==> config.mk <==
export PLATFORM = sky130hd
export DESIGN_NAME = ksa_bist_ctrl_flat
export DESIGN_NICKNAME = d
export VERILOG_FILES = /design/src/rtl/ksa_bist_ctrl_if.sv /design/src/rtl/ksa_bist_ctrl.sv /design/src/flat_wrapper.sv
export SDC_FILE = /design/constraint.sdc
export NUM_CORES = 1
export LEC_CHECK = 0
export ABC_AREA = 1
export BUFFER_PORTS_ARGS = -buffer_cell sky130_fd_sc_hd__clkbuf_2
export CORE_UTILIZATION = 50
export CTS_BUF_LIST = sky130_fd_sc_hd__clkbuf_16
export DETAILED_ROUTE_END_ITERATION = 12
export HOLD_SLACK_MARGIN = 0.12
export PLACE_DENSITY_LB_ADDON = 0.08
export SYNTH_ARGS = -nofsm -noshare
export SYNTH_HDL_FRONTEND = slang
export SYNTH_SLANG_ARGS = --single-unit
export TNS_END_PERCENT = 50
==> constraint.sdc <==
create_clock -name clk -period 4.1 [get_ports clk]
set_clock_uncertainty 0.1 [all_clocks]
set_input_delay 1.23 -clock clk [delete_from_list [all_inputs] [get_ports clk]]
set_output_delay 1.23 -clock clk [all_outputs]
set_load 0.02 [all_outputs]
==> src/rtl/ksa_bist_ctrl_if.sv <==
// ksa_bist_ctrl_if: adder drive/sample bus plus start/status of the KSA BIST engine
interface ksa_bist_ctrl_if;
  logic        start;
  logic [15:0] a_o;
  logic [15:0] b_o;
  logic        c_in_o;
  logic [15:0] sum_i;
  logic        c_out_i;
  logic        busy;
  logic        done;
  logic        pass;
  logic [15:0] err_count;
  logic [15:0] first_fail_idx;
  modport master (
    input  start, sum_i, c_out_i,
    output a_o, b_o, c_in_o, busy, done, pass, err_count, first_fail_idx
  );
  modport slave (
    output start, sum_i, c_out_i,
    input  a_o, b_o, c_in_o, busy, done, pass, err_count, first_fail_idx
  );
endinterface

==> src/rtl/ksa_bist_ctrl.sv <==
// ksa_bist_ctrl: BIST engine driving directed then LFSR vectors into a 16-bit adder and checking results
module ksa_bist_ctrl #(
  parameter int unsigned NUM_VECTORS   = 16,
  parameter int unsigned SETTLE_CYCLES = 1,
  parameter logic [15:0] SEED_A        = 16'hACE1,
  parameter logic [15:0] SEED_B        = 16'h1D0F
) (
  input logic             clk,
  input logic             rst_n,
  ksa_bist_ctrl_if.master bus
);
  typedef enum logic [1:0] {IDLE, APPLY, CHECK, DONE} state_t;
  localparam logic [15:0] L_SEED_A = (SEED_A == 16'h0) ? 16'hACE1 : SEED_A;
  localparam logic [15:0] L_SEED_B = (SEED_B == 16'h0) ? 16'hACE1 : SEED_B;
  localparam logic [15:0] L_LAST   = 16'(NUM_VECTORS - 1);
  localparam logic [15:0] L_SETTLE = 16'(SETTLE_CYCLES - 1);
  function automatic logic [15:0] lfsr_step(input logic [15:0] l);
    return {1'b0, l[15:1]} ^ (l[0] ? 16'hB400 : 16'h0);
  endfunction
  // vectors 0-2 are carry-chain corner cases; the rest come straight from the LFSRs
  function automatic logic [32:0] vec_of(input logic [15:0] i, input logic [15:0] la, input logic [15:0] lb);
    return (i == 16'd0) ? {16'hFFFF, 16'h0001, 1'b0} :
           (i == 16'd1) ? {16'hFFFF, 16'hFFFF, 1'b1} :
           (i == 16'd2) ? {16'hA701, 16'h9500, 1'b0} :
                          {la, lb, la[0] ^ lb[0]};
  endfunction
  state_t      r_state, w_next;
  logic [15:0] r_a, r_b, r_la, r_lb, r_idx, r_cnt, r_err, r_ffi;
  logic        r_cin;
  logic        w_start, w_settled, w_last, w_mis;
  logic [15:0] w_nidx, w_la_n, w_lb_n;
  logic [32:0] w_vec_n, w_vec0;
  logic [16:0] w_exp;
  assign w_start   = ((r_state == IDLE) || (r_state == DONE)) && bus.start;
  assign w_settled = r_cnt == L_SETTLE;
  assign w_last    = r_idx == L_LAST;
  assign w_nidx    = r_idx + 16'd1;
  // LFSRs step only on the way to vector 4+, so vector 3 sees the raw seeds
  assign w_la_n    = (w_nidx > 16'd3) ? lfsr_step(r_la) : r_la;
  assign w_lb_n    = (w_nidx > 16'd3) ? lfsr_step(r_lb) : r_lb;
  assign w_vec_n   = vec_of(w_nidx, w_la_n, w_lb_n);
  assign w_vec0    = vec_of(16'd0, L_SEED_A, L_SEED_B);
  assign w_exp     = {1'b0, r_a} + {1'b0, r_b} + {16'h0, r_cin};
  assign w_mis     = w_exp != {bus.c_out_i, bus.sum_i};
  always_ff @(posedge clk or negedge rst_n)
    if (!rst_n) r_state <= IDLE;
    else        r_state <= w_next;
  always_comb begin
    w_next = r_state;
    unique case (r_state)
      IDLE, DONE: w_next = bus.start ? APPLY : r_state;
      APPLY:      w_next = w_settled ? CHECK : APPLY;
      CHECK:      w_next = w_last ? DONE : APPLY;
      default:    w_next = IDLE;
    endcase
  end
  always_ff @(posedge clk or negedge rst_n)
    if (!rst_n) begin
      r_a   <= '0;
      r_b   <= '0;
      r_cin <= 1'b0;
      r_la  <= L_SEED_A;
      r_lb  <= L_SEED_B;
      r_idx <= '0;
      r_cnt <= '0;
      r_err <= '0;
      r_ffi <= 16'hFFFF;
    end else begin
      r_cnt <= ((r_state == APPLY) && !w_settled) ? r_cnt + 16'd1 : 16'd0;
      if (w_start) begin
        r_idx               <= '0;
        r_err               <= '0;
        r_ffi               <= 16'hFFFF;
        r_la                <= L_SEED_A;
        r_lb                <= L_SEED_B;
        {r_a, r_b, r_cin}   <= w_vec0;
      end else if (r_state == CHECK) begin
        if (w_mis && (r_err != 16'hFFFF)) r_err <= r_err + 16'd1;
        if (w_mis && (r_err == 16'h0))    r_ffi <= r_idx;
        if (!w_last) begin
          r_idx             <= w_nidx;
          r_la              <= w_la_n;
          r_lb              <= w_lb_n;
          {r_a, r_b, r_cin} <= w_vec_n;
        end
      end
    end
  assign bus.a_o            = r_a;
  assign bus.b_o            = r_b;
  assign bus.c_in_o         = r_cin;
  assign bus.busy           = (r_state == APPLY) || (r_state == CHECK);
  assign bus.done           = r_state == DONE;
  assign bus.pass           = (r_state == DONE) && (r_err == 16'h0);
  assign bus.err_count      = r_err;
  assign bus.first_fail_idx = r_ffi;
endmodule

==> src/flat_wrapper.sv <==
// flat-port wrapper written by rule: the top's interface ports become plain ports
module ksa_bist_ctrl_flat 
#(
  parameter int unsigned NUM_VECTORS   = 16,
  parameter int unsigned SETTLE_CYCLES = 1,
  parameter logic [15:0] SEED_A        = 16'hACE1,
  parameter logic [15:0] SEED_B        = 16'h1D0F
)
  (clk, rst_n, bus_start, bus_sum_i, bus_c_out_i, bus_a_o, bus_b_o, bus_c_in_o, bus_busy, bus_done, bus_pass, bus_err_count, bus_first_fail_idx);
  ksa_bist_ctrl_if bus_i ();
  input logic clk;
  input logic rst_n;
  input wire logic [$bits(bus_i.start)-1:0] bus_start;
  input wire logic [$bits(bus_i.sum_i)-1:0] bus_sum_i;
  input wire logic [$bits(bus_i.c_out_i)-1:0] bus_c_out_i;
  output wire logic [$bits(bus_i.a_o)-1:0] bus_a_o;
  output wire logic [$bits(bus_i.b_o)-1:0] bus_b_o;
  output wire logic [$bits(bus_i.c_in_o)-1:0] bus_c_in_o;
  output wire logic [$bits(bus_i.busy)-1:0] bus_busy;
  output wire logic [$bits(bus_i.done)-1:0] bus_done;
  output wire logic [$bits(bus_i.pass)-1:0] bus_pass;
  output wire logic [$bits(bus_i.err_count)-1:0] bus_err_count;
  output wire logic [$bits(bus_i.first_fail_idx)-1:0] bus_first_fail_idx;
  assign bus_i.start = bus_start;
  assign bus_i.sum_i = bus_sum_i;
  assign bus_i.c_out_i = bus_c_out_i;
  assign bus_a_o = bus_i.a_o;
  assign bus_b_o = bus_i.b_o;
  assign bus_c_in_o = bus_i.c_in_o;
  assign bus_busy = bus_i.busy;
  assign bus_done = bus_i.done;
  assign bus_pass = bus_i.pass;
  assign bus_err_count = bus_i.err_count;
  assign bus_first_fail_idx = bus_i.first_fail_idx;
  ksa_bist_ctrl #(.NUM_VECTORS(NUM_VECTORS), .SETTLE_CYCLES(SETTLE_CYCLES), .SEED_A(SEED_A), .SEED_B(SEED_B)) u_core (.clk(clk), .rst_n(rst_n), .bus(bus_i));
endmodule
; ---- Word level (Yosys, flattened, before mapping)
; Cells that the tools add are included.
[totals]
reg_bits = 131
latch_bits = 0
ram_bits = 0
rom_bits = 0
elab_cells = 84
n_memories = 0
[classes]
n_addsub = 5
mul = 0
div_mod_pow = 0
magnitude_cmp = 1
eq_ne = 10
n_shift = 0
n_mux = 36
bitwise_logic = 3
reduce_logical = 19
[op_table]
columns = operator, n
row1 = $mux W16, 26
row2 = $mux W33, 3
row3 = $add A16 B1 Y16 const B, 3
row4 = $logic_not A16 Y1, 3
row5 = $xor A15 B16 Y16, 2
row6 = $add A16 B16 Y17, 1
row7 = $add A17 B1 Y17, 1
row8 = $ne A17 B17 Y1, 1
row9 = $eq A16 B1 Y1 const B, 1
row10 = $eq A16 B2 Y1 const B, 1
row11 = $eq A16 B4 Y1 const B, 1
row12 = $gt A16 B2 Y1 const B, 1
row13 = $ne A16 B16 Y1 const B, 1
row14 = $mux W2, 3
row15 = $pmux W2 S3, 1
row16 = $reduce_and A2 Y1, 3
row17 = $reduce_bool A2 Y1, 3
row18 = $logic_and A1 B1 Y1, 5
row19 = $eq A2 B2 Y1 const B, 2
row20 = $mux W1, 3
row21 = $eq A2 B1 Y1 const B, 1
row22 = $logic_not A2 Y1, 1
row23 = $logic_or A1 B1 Y1, 2
row24 = $ne A2 B1 Y1 const B, 1
row25 = other kinds (4), 4

; ---- Longest topological paths before layout
[logic_depth]
word_depth = 10
mapped_depth = 19

; ---- Worst setup path after synthesis
; OpenSTA, ideal clock, no wires.
[synth_path]
path_kind = flip-flop to flip-flop
startpoint = register u_core.r_cin, in the netlist u_core.bus.c_in_o
endpoint = register u_core.r_ffi[13], in the netlist u_core.bus.first_fail_idx[13]
setup_time_ps = 76
t_arrival_ps = 2740
setup_slack_ps = 1184
path_stages_with_launch = 18
path_buffers = 1
path_cell_list = dfrtp_1 fa_1 fa_1 nand3_1 nand2_1 nand3_1 nand2_1 nand2_1 nand3b_1 nand2_1 nand2_1 nor2_1 nand4_2 nand2_2 nand2_2 buf_6 nand2_1 nand2_1
[synth_between]
elab_chain_cells = 5
[synth_lines]
columns = element, line
row1 = from (decl), ksa_bist_ctrl.sv:29  ; logic r_cin;
row2 = from (signal assigned), ksa_bist_ctrl.sv:76  ; {r_a, r_b, r_cin} <= w_vec0;
row3 = from (signal assigned), ksa_bist_ctrl.sv:84  ; {r_a, r_b, r_cin} <= w_vec_n;
row4 = $add A17 B1 Y17, ksa_bist_ctrl.sv:43  ; assign w_exp = {1'b0, r_a} + {1'b0, r_b} + {16'h0, r_cin};
row5 = $ne A17 B17 Y1, ksa_bist_ctrl.sv:44  ; assign w_mis = w_exp != {bus.c_out_i, bus.sum_i};
row6 = $logic_and A1 B1 Y1, ksa_bist_ctrl.sv:79  ; if (w_mis && (r_err == 16'h0)) r_ffi <= r_idx;
row7 = $reduce_bool A2 Y1 (no source line), n/a
row8 = $reduce_and A2 Y1 (no source line), n/a
row9 = to (signal assigned), ksa_bist_ctrl.sv:79
row10 = to (decl), ksa_bist_ctrl.sv:28  ; logic [15:0] r_a, r_b, r_la, r_lb, r_idx, r_cnt, r_err, r_ffi;
; No other way between the ends.
; A chain may end at the register's enable or synchronous reset.

; ---- Worst setup path in the final report
[layout_path]
startpoint = register u_core.r_cin, in the netlist u_core.bus.c_in_o
endpoint = register u_core.r_err[10], in the netlist u_core.bus.err_count[10]
[layout_between]
elab_chain_cells = 5
[layout_lines]
columns = element, line
row1 = $add A17 B1 Y17, ksa_bist_ctrl.sv:43
row2 = $ne A17 B17 Y1, ksa_bist_ctrl.sv:44
row3 = $logic_and A1 B1 Y1, ksa_bist_ctrl.sv:78  ; if (w_mis && (r_err != 16'hFFFF)) r_err <= r_err + 16'd1;
row4 = $reduce_bool A2 Y1 (no source line), n/a
row5 = $reduce_and A2 Y1 (no source line), n/a
row6 = to (signal assigned), ksa_bist_ctrl.sv:78
row7 = to (decl), ksa_bist_ctrl.sv:28
; No other way between the ends.

==> results.py <==
metrics = {
    "grt": {
        "grt_max_degree": 71,
        "grt-ovfl-total": 0,
        "antenna_found_initial": 0,
        "grt_pass1_vias": 6713,
        "grt_usage_pct": 25.99,
        "grt_pass1_wl_um": 33500,
    },
    "timing": {
        "maxSlewHeadroom_pct": 50.99,
        "fin_tns_setup_ps": 0,
        "finalMaxSlewViolations": 0,
        "grt_setup_unrepaired": "no",
        "finalSetupViolations": 0,
        "finalCritPeriodShare_pct": 84.32,
        "tightest_slew_ps": 732.4,
        "hold_viol_final": 0,
        "max_freq_mhz": 289.3,
        "setup_slack_ps": 642.8,
        "period_needed_ps": 3457,
    },
    "clocking": {
        "clock-root-buffer": "clkbuf_16",
        "postCtsHoldBufs": 0,
        "postCtsSetupRepairBufs": 0,
        "numCtsBuffers": 17,
        "cts_tree": "built",
        "htreeDepth": 4,
        "clkLatencyLatePin_ps": 420,
        "clockBufferDepth": 2,
        "ctsResizeCount": 0,
        "cts_sinks": 131,
        "cts.clk_slew.worst_paths_ps": 60,
    },
    "power": {
        "vdd_drop_max_mv": 0.5591,
        "finalPower_uw": 6860,
        "power.internal_uw": 3691,
        "clock_power_share_pct": 20.8,
        "seqPwrFrac_pct": 27.4,
        "p_leak_uw": 0.004566,
        "switchingPower_uw": 3169,
        "p_per_area_nw_per_um2": 753.5,
        "combPwrFrac_pct": 51.8,
        "p_sw_share_pct": 46.20,
    },
    "setup_path": {
        "critPathSlowestCell": "nand2_1",
        "crit_type": "flop to flop",
        "crit_required_ps": 4350,
        "cpLargestDelayFamily": "simple AND/OR/NAND/NOR gates",
        "cp-start-kind": "flop",
        "cp.arrival_ps": 3710,
        "slowest_delay_ps": 570,
        "ff2ff_path_depth": 15,
        "cpMostUsedCell": "nand2_1",
        "path_cells": "fa_1 > fa_1 > nand3_1 > nand2_1 > nand3_1 > nand2_1 > nand2_1 > nand3b_1 > nand2_1 > nand2_1 > nor2_1 > nand4_2 > nand2_1 > nand3_1 > nand2_1",
        "critPathLaunch": "u_core.bus.c_in_o$_DFFE_PN0P_",
        "rr_startpoint": "u_core.bus.c_in_o$_DFFE_PN0P_",
        "critPathBufInv": 0,
        "critical_path_depth": 15,
        "worstPathMaxFanout": 16,
        "crit_path_end_kind": "flop",
    },
    "logic_synthesis": {
        "ys_top_cells_by_area": "dfrtp_1 31%, nand2_1 15%, dfstp_2 11%",
        "postSynthAreaPerCell_um2": 7.505,
        "netlist_instances": 1058,
        "syn_area_um2": 7940,
        "synth_top_cell_by_area": "dfrtp_1",
        "asyncSetResetFlopFracSynth_pct": 100.0,
        "seq_area_frac_synth_pct": 41.79,
        "synth_edf_count": 0,
        "synth-main-ff-cell": "dfrtp_1",
        "yosys_warnings": 0,
        "synth_nets": 1106,
        "synth_most_common_cell": "nand2_1",
        "ys_ff_latch": 131,
        "synth_top_area_share_pct": 31.20,
        "synth.distinct_cells": 38,
        "synthTopCellsByCount": "310 x nand2_1, 109 x inv_1, 99 x dfrtp_1",
    },
    "die": {
        "fp.coreArea_um2": 15370,
        "rows": 45,
        "die_w_um": 128.0,
        "die_h_um": 128.0,
        "initial_core_util_pct": 51.66,
        "pin_count": 88,
        "dieArea_um2": 16390,
    },
    "run_status": {
        "status": "completed",
    },
    "detailed_routing": {
        "drt_iter0_drc": 530,
        "drt-met1-wl_um": 9899,
        "drc": 0,
        "dr_wl_met3_um": 972,
        "wl_per_cell_um": 14.60,
        "routed.top_layer": "met4",
        "dr.pass1.iters": 5,
        "via_per_inst": 5.291,
        "final_antenna_net_count": 0,
        "dr_wl_met2_um": 8841,
        "num_vias": 7206,
        "drt_wl_total_um": 19880,
    },
    "finish": {
        "design_area_um2": 9104,
        "n_antenna_cell": 0,
        "synthToLayoutAreaGrowth_pct": 14.65,
        "fill_cells": 1461,
        "layout.nets": 1186,
        "drive_gt1_share_pct": 15.99,
    },
    "place": {
        "port-buffer-count": 87,
        "place_hpwl_um": 14370,
        "gp_congestion": 0.8899,
        "placed_cell_area_um2": 8552,
        "preCtsSetupSlack_ps": 713.4,
    },
    "worst_hold_path": {
        "hold_path_depth": 2,
        "hold_class": "flop to flop",
        "worstHoldStart": "u_core.bus.first_fail_idx[5]$_DFFE_PN1P_",
    },
    "run": {
        "drv_cap": 0,
    },
}
[state kept, by name (all words and copies together), names as in the netlist, 16 cells and up]
register,cells
u_core.bus.first_fail_idx,16
u_core.r_la,16
u_core.bus.err_count,16
u_core.bus.a_o,16
u_core.r_idx,16
u_core.r_cnt,16
u_core.bus.b_o,16
u_core.r_lb,16
[power groups by stage]
stage          sequential (uW)  clock, uW  combinational [uW]
6_report                  1880       1430                3550
3_3_place_gp              1890          0                3520
5_1_grt                   1910       1520                4040
4_1_cts                   1870       1460                3550
2_1_floorplan             2030          0                2490
3_5_place_dp              1890          0                3530
[metal layers]
metal	global-route usage (%)	vias to the layer above
met2	40.73	193
met4	6.367	0
met1	37.31	3344
li1	-	3651
met3	4.674	18
met5	0	-
[final timing paths]
check                                                           end  slack (ps)
max in group asynchronous               u_core.r_la[11]$_DFFE_PN1P_        2440
setup / recovery               u_core.bus.err_count[10]$_DFFE_PN0P_         640
setup reg to reg               u_core.bus.err_count[10]$_DFFE_PN0P_         640
hold reg to reg            u_core.bus.first_fail_idx[5]$_DFFE_PN1P_         380
hold / removal             u_core.bus.first_fail_idx[5]$_DFFE_PN1P_         380
min in group asynchronous                u_core.r_cnt[10]$_DFF_PN0_         680
[logic make-up (layout without fill, tap and decap cells)]
| logic type | after synthesis | after routing | synth area share, % |
|---|---|---|---|
| AO/OA/AOI/OAI | 161 | 161 | 11.16 |
| XOR/XNOR | 42 | 42 | 4.822 |
| adder cells (fa/ha/maj) | 28 | 28 | 4.601 |
| buffers and inverters | 155 | 248 | 8.162 |
| flip-flops | 131 | 131 | 41.79 |
| AND/OR/NAND/NOR | 541 | 541 | 29.47 |
[final cells by class]
| cell class | count | area [um^2] | share of cell area [%] |
|---|---|---|---|
| sequential | 131 | 3318 | 36.45 |
| multi-input combinational | 772 | 3976 | 43.68 |
| tap | 211 | 264.0 | 2.900 |
| timing repair buffer | 101 | 559.3 | 6.143 |
| clock buffer | 17 | 425.4 | 4.673 |
| inverter | 115 | 434.2 | 4.769 |
| clock inverter | 15 | 126.4 | 1.388 |
[metrics by stage]
stage	std cells	util, %	hold WS, ps
floorplan	1058	-	364.1
global placement	1330	55.64	372.1
detailed placement	1330	55.64	377.6
CTS	1362	59.23	388.3
global route	1362	59.23	395.0
finish	1362	59.23	383.3
[cell usage in the layout (no fill, tap or decap), drive strengths merged]
cell and instances:
xor3 1, o22ai 41, clkinv 9, nand3 76
a22o 1, o21ai 66, nor4 6, nand4 32
a31oi 6, clkinvlp 2, xor2 24, nor3b 2
clkbuf 103, dfrtp 99, nor3 15, nor2 86
or2 1, o21a 6, dfstp 32, o31ai 1
ha 26, fa 2, a21oi 40, bufinv 2
xnor2 17, inv 117, buf 15, nand2 318
nand3b 5
[worst reg2reg max path: cells and delay by family (launching register included)]
kind,cells,cell delay [ps]
flip-flops,1,410
adder cells (fa/ha/maj),2,900
AND/OR/NAND/NOR,13,1990
Power figures use the tool's default switching activity.
